### src/rtl/freq_display_seq.sv
// Frequency display sequencer: latches a scaled count, converts it to BCD by double-dabble and
// scans hundreds, tens, units and exponent digits onto a single seven-segment display.
module freq_display_seq #(
  parameter int unsigned DWELL_CYCLES = 2500000
) (
  input  logic       clk,
  input  logic       reset,
  input  logic [7:0] freq_in,
  input  logic [1:0] sample_rate,
  output logic [6:0] seg,
  output logic       dp,
  output logic       busy,
  output logic       frame_start
);

  typedef enum logic [2:0] {
    StLoad,
    StConvert,
    StShowH,
    StShowT,
    StShowU,
    StShowE,
    StBlank
  } state_e;

  localparam logic [23:0] DwellLast = 24'(DWELL_CYCLES - 1);

  state_e      r_state, w_state_d;
  logic [23:0] r_dwell, w_dwell_d;
  logic [2:0]  r_bit_cnt, w_bit_cnt_d;
  logic [11:0] r_bcd, w_bcd_d, w_bcd_adj;
  logic [7:0]  r_shift, w_shift_d;
  logic [1:0]  r_rate, w_rate_d;
  logic        w_dwell_done;
  logic [3:0]  w_hund, w_tens, w_units, w_exp;

  function automatic logic [6:0] seg_pat(input logic [3:0] digit);
    logic [6:0] pat;
    pat = 7'h00;
    case (digit)
      4'd0:    pat = 7'h3F;
      4'd1:    pat = 7'h06;
      4'd2:    pat = 7'h5B;
      4'd3:    pat = 7'h4F;
      4'd4:    pat = 7'h66;
      4'd5:    pat = 7'h6D;
      4'd6:    pat = 7'h7D;
      4'd7:    pat = 7'h07;
      4'd8:    pat = 7'h7F;
      4'd9:    pat = 7'h6F;
      default: pat = 7'h00;
    endcase
    return pat;
  endfunction

  assign w_dwell_done = (r_dwell == DwellLast);

  // Double-dabble correction: add 3 to every nibble that is 5 or more before the shift.
  always_comb begin
    w_bcd_adj = r_bcd;
    for (int i = 0; i < 3; i++) begin
      if (r_bcd[i*4 +: 4] >= 4'd5) w_bcd_adj[i*4 +: 4] = r_bcd[i*4 +: 4] + 4'd3;
    end
  end

  always_comb begin
    w_state_d   = r_state;
    w_dwell_d   = r_dwell;
    w_bit_cnt_d = r_bit_cnt;
    w_bcd_d     = r_bcd;
    w_shift_d   = r_shift;
    w_rate_d    = r_rate;
    unique case (r_state)
      StLoad: begin
        w_shift_d   = freq_in;
        w_rate_d    = sample_rate;
        w_bcd_d     = '0;
        w_bit_cnt_d = '0;
        w_dwell_d   = '0;
        w_state_d   = StConvert;
      end
      StConvert: begin
        {w_bcd_d, w_shift_d} = {w_bcd_adj, r_shift} << 1;
        w_bit_cnt_d          = r_bit_cnt + 3'd1;
        if (r_bit_cnt == 3'd7) w_state_d = StShowH;
      end
      StShowH, StShowT, StShowU, StShowE, StBlank: begin
        if (w_dwell_done) begin
          w_dwell_d = '0;
          case (r_state)
            StShowH: w_state_d = StShowT;
            StShowT: w_state_d = StShowU;
            StShowU: w_state_d = StShowE;
            StShowE: w_state_d = StBlank;
            default: w_state_d = StLoad;
          endcase
        end else begin
          w_dwell_d = r_dwell + 24'd1;
        end
      end
      default: w_state_d = StLoad;
    endcase
  end

  always_ff @(posedge clk or posedge reset) begin
    if (reset) begin
      r_state   <= StLoad;
      r_dwell   <= '0;
      r_bit_cnt <= '0;
      r_bcd     <= '0;
      r_shift   <= '0;
      r_rate    <= '0;
    end else begin
      r_state   <= w_state_d;
      r_dwell   <= w_dwell_d;
      r_bit_cnt <= w_bit_cnt_d;
      r_bcd     <= w_bcd_d;
      r_shift   <= w_shift_d;
      r_rate    <= w_rate_d;
    end
  end

  assign w_hund  = r_bcd[11:8];
  assign w_tens  = r_bcd[7:4];
  assign w_units = r_bcd[3:0];
  assign w_exp   = 4'd5 - {2'b00, r_rate};

  always_comb begin
    seg = 7'h00;
    dp  = 1'b0;
    case (r_state)
      StShowH: if (w_hund != 4'd0) seg = seg_pat(w_hund);
      StShowT: if ((w_hund != 4'd0) || (w_tens != 4'd0)) seg = seg_pat(w_tens);
      StShowU: seg = seg_pat(w_units);
      StShowE: begin
        seg = seg_pat(w_exp);
        dp  = 1'b1;
      end
      default: seg = 7'h00;
    endcase
  end

  assign busy        = (r_state == StConvert);
  // State already sits in LOAD during reset; gate the pulse so it only shows once released.
  assign frame_start = (r_state == StLoad) && !reset;

endmodule

### config.mk
export PLATFORM = sky130hd
export DESIGN_NAME = freq_display_seq
export DESIGN_NICKNAME = d
export VERILOG_FILES = /design/src/rtl/freq_display_seq.sv
export SDC_FILE = /design/constraint.sdc
export NUM_CORES = 1
export LEC_CHECK = 0
export CORE_MARGIN = 2
export CORE_UTILIZATION = 54
export DETAILED_ROUTE_END_ITERATION = 10
export GPL_ROUTABILITY_DRIVEN = 0
export PLACE_DENSITY_LB_ADDON = 0.25
export SLEW_MARGIN = 30
export SYNTH_ARGS = -nofsm -noshare
export SYNTH_HDL_FRONTEND = slang
export SYNTH_SLANG_ARGS = --single-unit
### constraint.sdc
create_clock -name clk -period 1.9 [get_ports clk]
set_input_delay 0.19 -clock clk [delete_from_list [all_inputs] [get_ports clk]]
set_output_delay 0.19 -clock clk [all_outputs]
set_load 0.02 [all_outputs]
# [After elaboration in Yosys (flattened, before gate mapping)]
# Memory sizes are Yosys's and may differ from the RTL's.
# Cells that the tools add are included.
[word_totals] reg_bits=52 romBits=448 input_bits=12 n_memories=4
[mem_list] memory="(no name shown)" depth=16 word_bits=7 read_ports=1 rd_clocked_by_memory_dff=0 wr=0 line="40" text="case (digit)"
[mem_list] memory="(no name shown)" depth=16 word_bits=7 read_ports=1 rd_clocked_by_memory_dff=0 wr=0 line="40"
[mem_list] memory="(no name shown)" depth=16 word_bits=7 read_ports=1 rd_clocked_by_memory_dff=0 wr=0 line="40"
[mem_list] memory="(no name shown)" depth=16 word_bits=7 read_ports=1 rd_clocked_by_memory_dff=0 wr=0 line="40"
[classes] addsub=6 n_lt_le_gt_ge=3 eq_ne=10 n_mux=16 n_reduce_logical=10
[ops] cell="24-bit case mux with 2 select lines" n=1
[ops] cell="7-bit case mux with 4 select lines" n=1
[ops] cell="24-bit by 1-bit adder with 24-bit output, second input constant" n=1
[ops] cell="24-bit by 22-bit == test with 1-bit output, second input constant" n=1
[ops] cell="24-bit 2-to-1 mux" n=1
[ops] cell="12-bit case mux with 2 select lines" n=1
[ops] cell="8-bit case mux with 2 select lines" n=1
[ops] cell="7-bit 2-to-1 mux" n=2
[ops] cell="3-bit == test, second input constant" n=4
[ops] cell="4-bit by 3-bit greater-or-equal comparator with 1-bit output, second input constant" n=3
[ops] cell="3-bit case mux with 4 select lines" n=1
[ops] cell="3-bit 2-to-1 mux" n=3
[ops] cell="3-bit case mux with 3 select lines" n=1
[ops] cell="4-bit by 2-bit adder with 4-bit output, second input constant" n=2
[ops] cell="4-bit 2-to-1 mux" n=2
[ops] cell="4-bit nonzero test" n=2
[ops] cell="3-bit by 2-bit == test with 1-bit output, second input constant" n=2
[ops] cell="3-bit case mux with 2 select lines" n=1
[ops] cell="5-bit OR reduction" n=1
[ops] cell="2-bit nonzero test" n=2
[ops] cell="3-bit by 2-bit subtractor with 4-bit output, first input constant" n=1
[ops] cell="3-bit by 1-bit adder with 3-bit output, second input constant" n=1
[ops] cell="3-bit by 2-bit adder with 3-bit output, second input constant" n=1
[ops] cell="3-bit by 1-bit == test with 1-bit output, second input constant" n=1
[ops] cell="8 further kinds" n=8

# [Longest topological paths before layout]
[logic_depth] word_depth=4 ltp_mapped=7

# [Worst setup path after synthesis]
# No wires, ideal clock.
[synth_timing] kind="reg2out" startpoint="register r_bcd[9]" endpoint="output port seg[0]" t_arrival_ps=1960 setup_slack_ps=-250 stages_incl_launch_ff=8 path_cell_list="dfrtp_1 > inv_1 > ha_1 > nor2b_1 > a2111oi_0 > and2_1 > o21ai_0 > o2111ai_1"
[synth_between] elab_chain_len=4 elab_cells_between_ends=6
[synth_lines] element="start, declared" line="31" text="logic [11:0] r_bcd, w_bcd_d, w_bcd_adj;"
[synth_lines] element="start signal, assigned" line="117" text="r_bcd <= w_bcd_d;"
[synth_lines] element="branches (longest 3 deep; another with memory read 16 x 7 bit)"
[synth_lines] element="7-bit case mux with 4 select lines *" line="131" text="case (r_state)"
[synth_lines] element="end, declared" line="10" text="output logic [6:0] seg,"
# Mark *: on every way between the ends.

# [Worst setup path after layout]
# Ends and elaborated chain as after synthesis.

==> qor.csv <==
metric,value,unit
ff2ff_setup_slack,-0.04,ns
synthXorXnorAreaFrac,4.68,%
drt_iter0_markers,239,
die_x,83.0,um
violations,setup timing,
outcome,"complete, but fails checks",
irDropWorstVdd,0.643,mV
cts_tree,yes,
yosys-top-cells-area,"dfrtp_1 39%, ha_1 7.8%, o21ai_0 5.3%",
grt_pass1_wl,14.5,mm
synthArstFlopShare,100,%
drive_above_1_share,30.6,%
muxShareOfSynthArea,3.64,%
core_area,5990,sq um
critPathRequiredTime,1.71,ns
grt_overflow,0,
numCtsBuffers,5,
grt_max_degree,53,
cts.sinks,52,
initial_utilization,56.3,%
cts_buffer_depth,2,
syn2layout_area_growth,36.4,%
netlist_area,3370,sq um
synth_top_family_by_area,simple AND/OR/NAND/NOR gates,
ys_ff_latch,52,
fp-row-count,28,
maxCapViolations,0,
antenna_found_initial,0,
worstSetupEndpoint,seg[0],
r2r-end,r_dwell[0]$_DFFE_PP0P_,
synthFlopType,dfrtp_1,
yosys.area.top_type,dfrtp_1,
yosysUniqueCellTypes,52,
syn_nets,421,
grt_pass1_vias,3000,
yosysMostFrequentCell,dfrtp_1,
synth_fa_ha_area_share,8.09,%
multi_input_area,2200,sq um
worstSetupStartpointType,flop,
yosys.area_share.simple,21.2,%
wire_per_inst,16.8,um
worst-setup-path-type,reg -> out,
endpoint_kind,output pin,
p_leak,0.00211,uW
fmax,417,MHz
antenna_left,0,
drc,0,
crit_start,r_bcd[9]$_DFFE_PP0P_,
fin_ws,-0.497,ns
io_buffers,21,
hold_viol,0,
crit_slowest_cell,or4b_4,
worstPathMaxFanout,6,
vias,3315,
rsz0062_at_grt,yes,
fin_setup_tns,-3.11,ns
path_cells,inv_2 -> ha_4 -> nor2b_4 -> or4b_4 -> and3_4 -> o21ai_4 -> o2111ai_4 -> buf_6,
instances_no_fill,556,
synth_area_per_cell,8.69,sq um
setup_viol,10,
htreeDepth,2,
critPathArrivalTime,2.21,ns
max_stage_delay,0.48,ns
nFillCells,387,
synth_commonest_cells,"52 x dfrtp_1, 36 x nand2_1, 36 x o21ai_0",
post-route-period-util,126,%
final-seq-area,1300,sq um
utilization,76.8,%
diodes,0,
skew,0.00976,ns
cellPowerDensity,713,nW/um^2
fin_crit,2.40,ns
track_usage,25.6,%
fin_nets,513,
slew_headroom,54.8,%
dr.pass1.iters,5,
dpl.cell_count,535,
drt-total-wl,9.37,mm
synth-edff-count,0,
root_buffer,clkbuf_8,
io_pins,22,
syn_inst,388,
tightest_slew,0.672,ns
drv_slew,0,
yosysTopAreaCellShare,38.6,%
die_area,6890,sq um
place_hpwl,6.05,mm
hold_path_class,in -> async,
fp.dieH,83.0,um
synth_compound_area_share,19.1,%
worstSkewPairLatency,0.32,ns
r2r_start,r_dwell[12]$_DFFE_PP0P_,
clkTransAtPathRegs,0.10,ns
routed_via_density,5.96,
reg2reg_depth,5,
ys_warn_count,0,
synth_seq_area_share,38.6,%
[cells by family (layout without fill, tap and decap cells)]
| logic type | Yosys count | count (layout) |
|---|---|---|
| AO/OA/AOI/OAI | 105 | 107 |
| XOR/XNOR | 18 | 18 |
| adder cells (fa/ha/maj) | 22 | 22 |
| buffers and inverters | 38 | 129 |
| flip-flops | 52 | 52 |
| multiplexers | 12 | 12 |
| AND/OR/NAND/NOR | 141 | 141 |
[metrics by stage]
stage	total power [uW]	instance area [sq um]	hold WS, ns	setup WS (ns)
CTS	3180	4460	0.266	-0.483
detailed placement	2430	4250	0.461	-0.574
global placement	2390	4250	0.455	-0.472
global route	3470	4600	0.295	-0.565
floorplan	1930	3500	0.307	-0.0211
finish	3280	4600	0.250	-0.497
[repair_timing]
item | in CTS | in global routing
buffers inserted | 5 | 6
hold buffers | 0 | 0
endpoints found under the setup margin | 23 | 31
gates cloned | 1 | 1
pin swaps | 4 | 6
gates resized for setup | 54 | 26
[registers in the layout, summed over array words and instances (netlist names)]
name       flops
r_bit_cnt      3
r_dwell       24
r_bcd         12
r_state        3
r_rate         2
r_shift        8
[power by group]
part	leakage [uW]	total [uW]	switching [uW]	internal [uW]
Clock	0.0000516	701	402	299
Combinational	0.00137	1370	722	644
Sequential	0.000692	1210	40.0	1170
[worst max-delay path: cells and delay by family (launching register included)]
family	cells	cell delay, ns
compound gates	2	0.21
simple gates	3	0.87
flops	1	0.41
fa+ha+maj	1	0.13
buf+inv	2	0.28
[worst min path at each step]
stage	cells after the start	endpoint	start
2_1_floorplan	2	r_rate[0]$_DFFE_PP0P_	sample_rate[0]
3_3_place_gp	2	r_bit_cnt[1]$_DFFE_PP0P_	r_bit_cnt[1]$_DFFE_PP0P_
3_5_place_dp	2	r_bit_cnt[1]$_DFFE_PP0P_	r_bit_cnt[1]$_DFFE_PP0P_
4_1_cts	3	r_shift[5]$_DFFE_PP0P_	reset
5_1_grt	3	r_shift[3]$_DFFE_PP0P_	reset
6_report	3	r_shift[3]$_DFFE_PP0P_	reset
[cell type report]
cell class	instances	area share [%]
clock buffers	6	1.80
well taps	75	2.04
flip-flops and latches	52	28.4
clock inverters	2	0.299
inverters	19	1.55
multi-input cells	300	47.8
repair buffers	102	18.1
[per-layer routing]
metal | wire length, um | GRT usage (%) | vias up | share of wire [%]
met2 | 4480 | 40.7 | 123 | 48
met5 | 0 | 0 | - | 0
met1 | 4180 | 36.8 | 1596 | 45
met4 | 213 | 6.26 | 0 | 2.3
met3 | 498 | 4.17 | 20 | 5.3
li1 | - | - | 1576 | -
[cells in the final DEF (no fill, tap or decap), types with 10 or more instances in the layout]
| cell | Yosys | layout |
|---|---|---|
| nand2_1 | 36 | 36 |
| buf_4 | 0 | 81 |
| dfrtp_1 | 52 | 50 |
| inv_1 | 19 | 14 |
| ha_1 | 21 | 18 |
| nand2b_1 | 13 | 13 |
| nor2_1 | 33 | 30 |
| nand4_1 | 14 | 14 |
| a21oi_1 | 28 | 26 |
| o21ai_0 | 36 | 30 |
| clkdlybuf4s50_1 | 0 | 11 |
| mux2i_1 | 10 | 10 |
No activity file was read; power rests on OpenSTA's default activity.
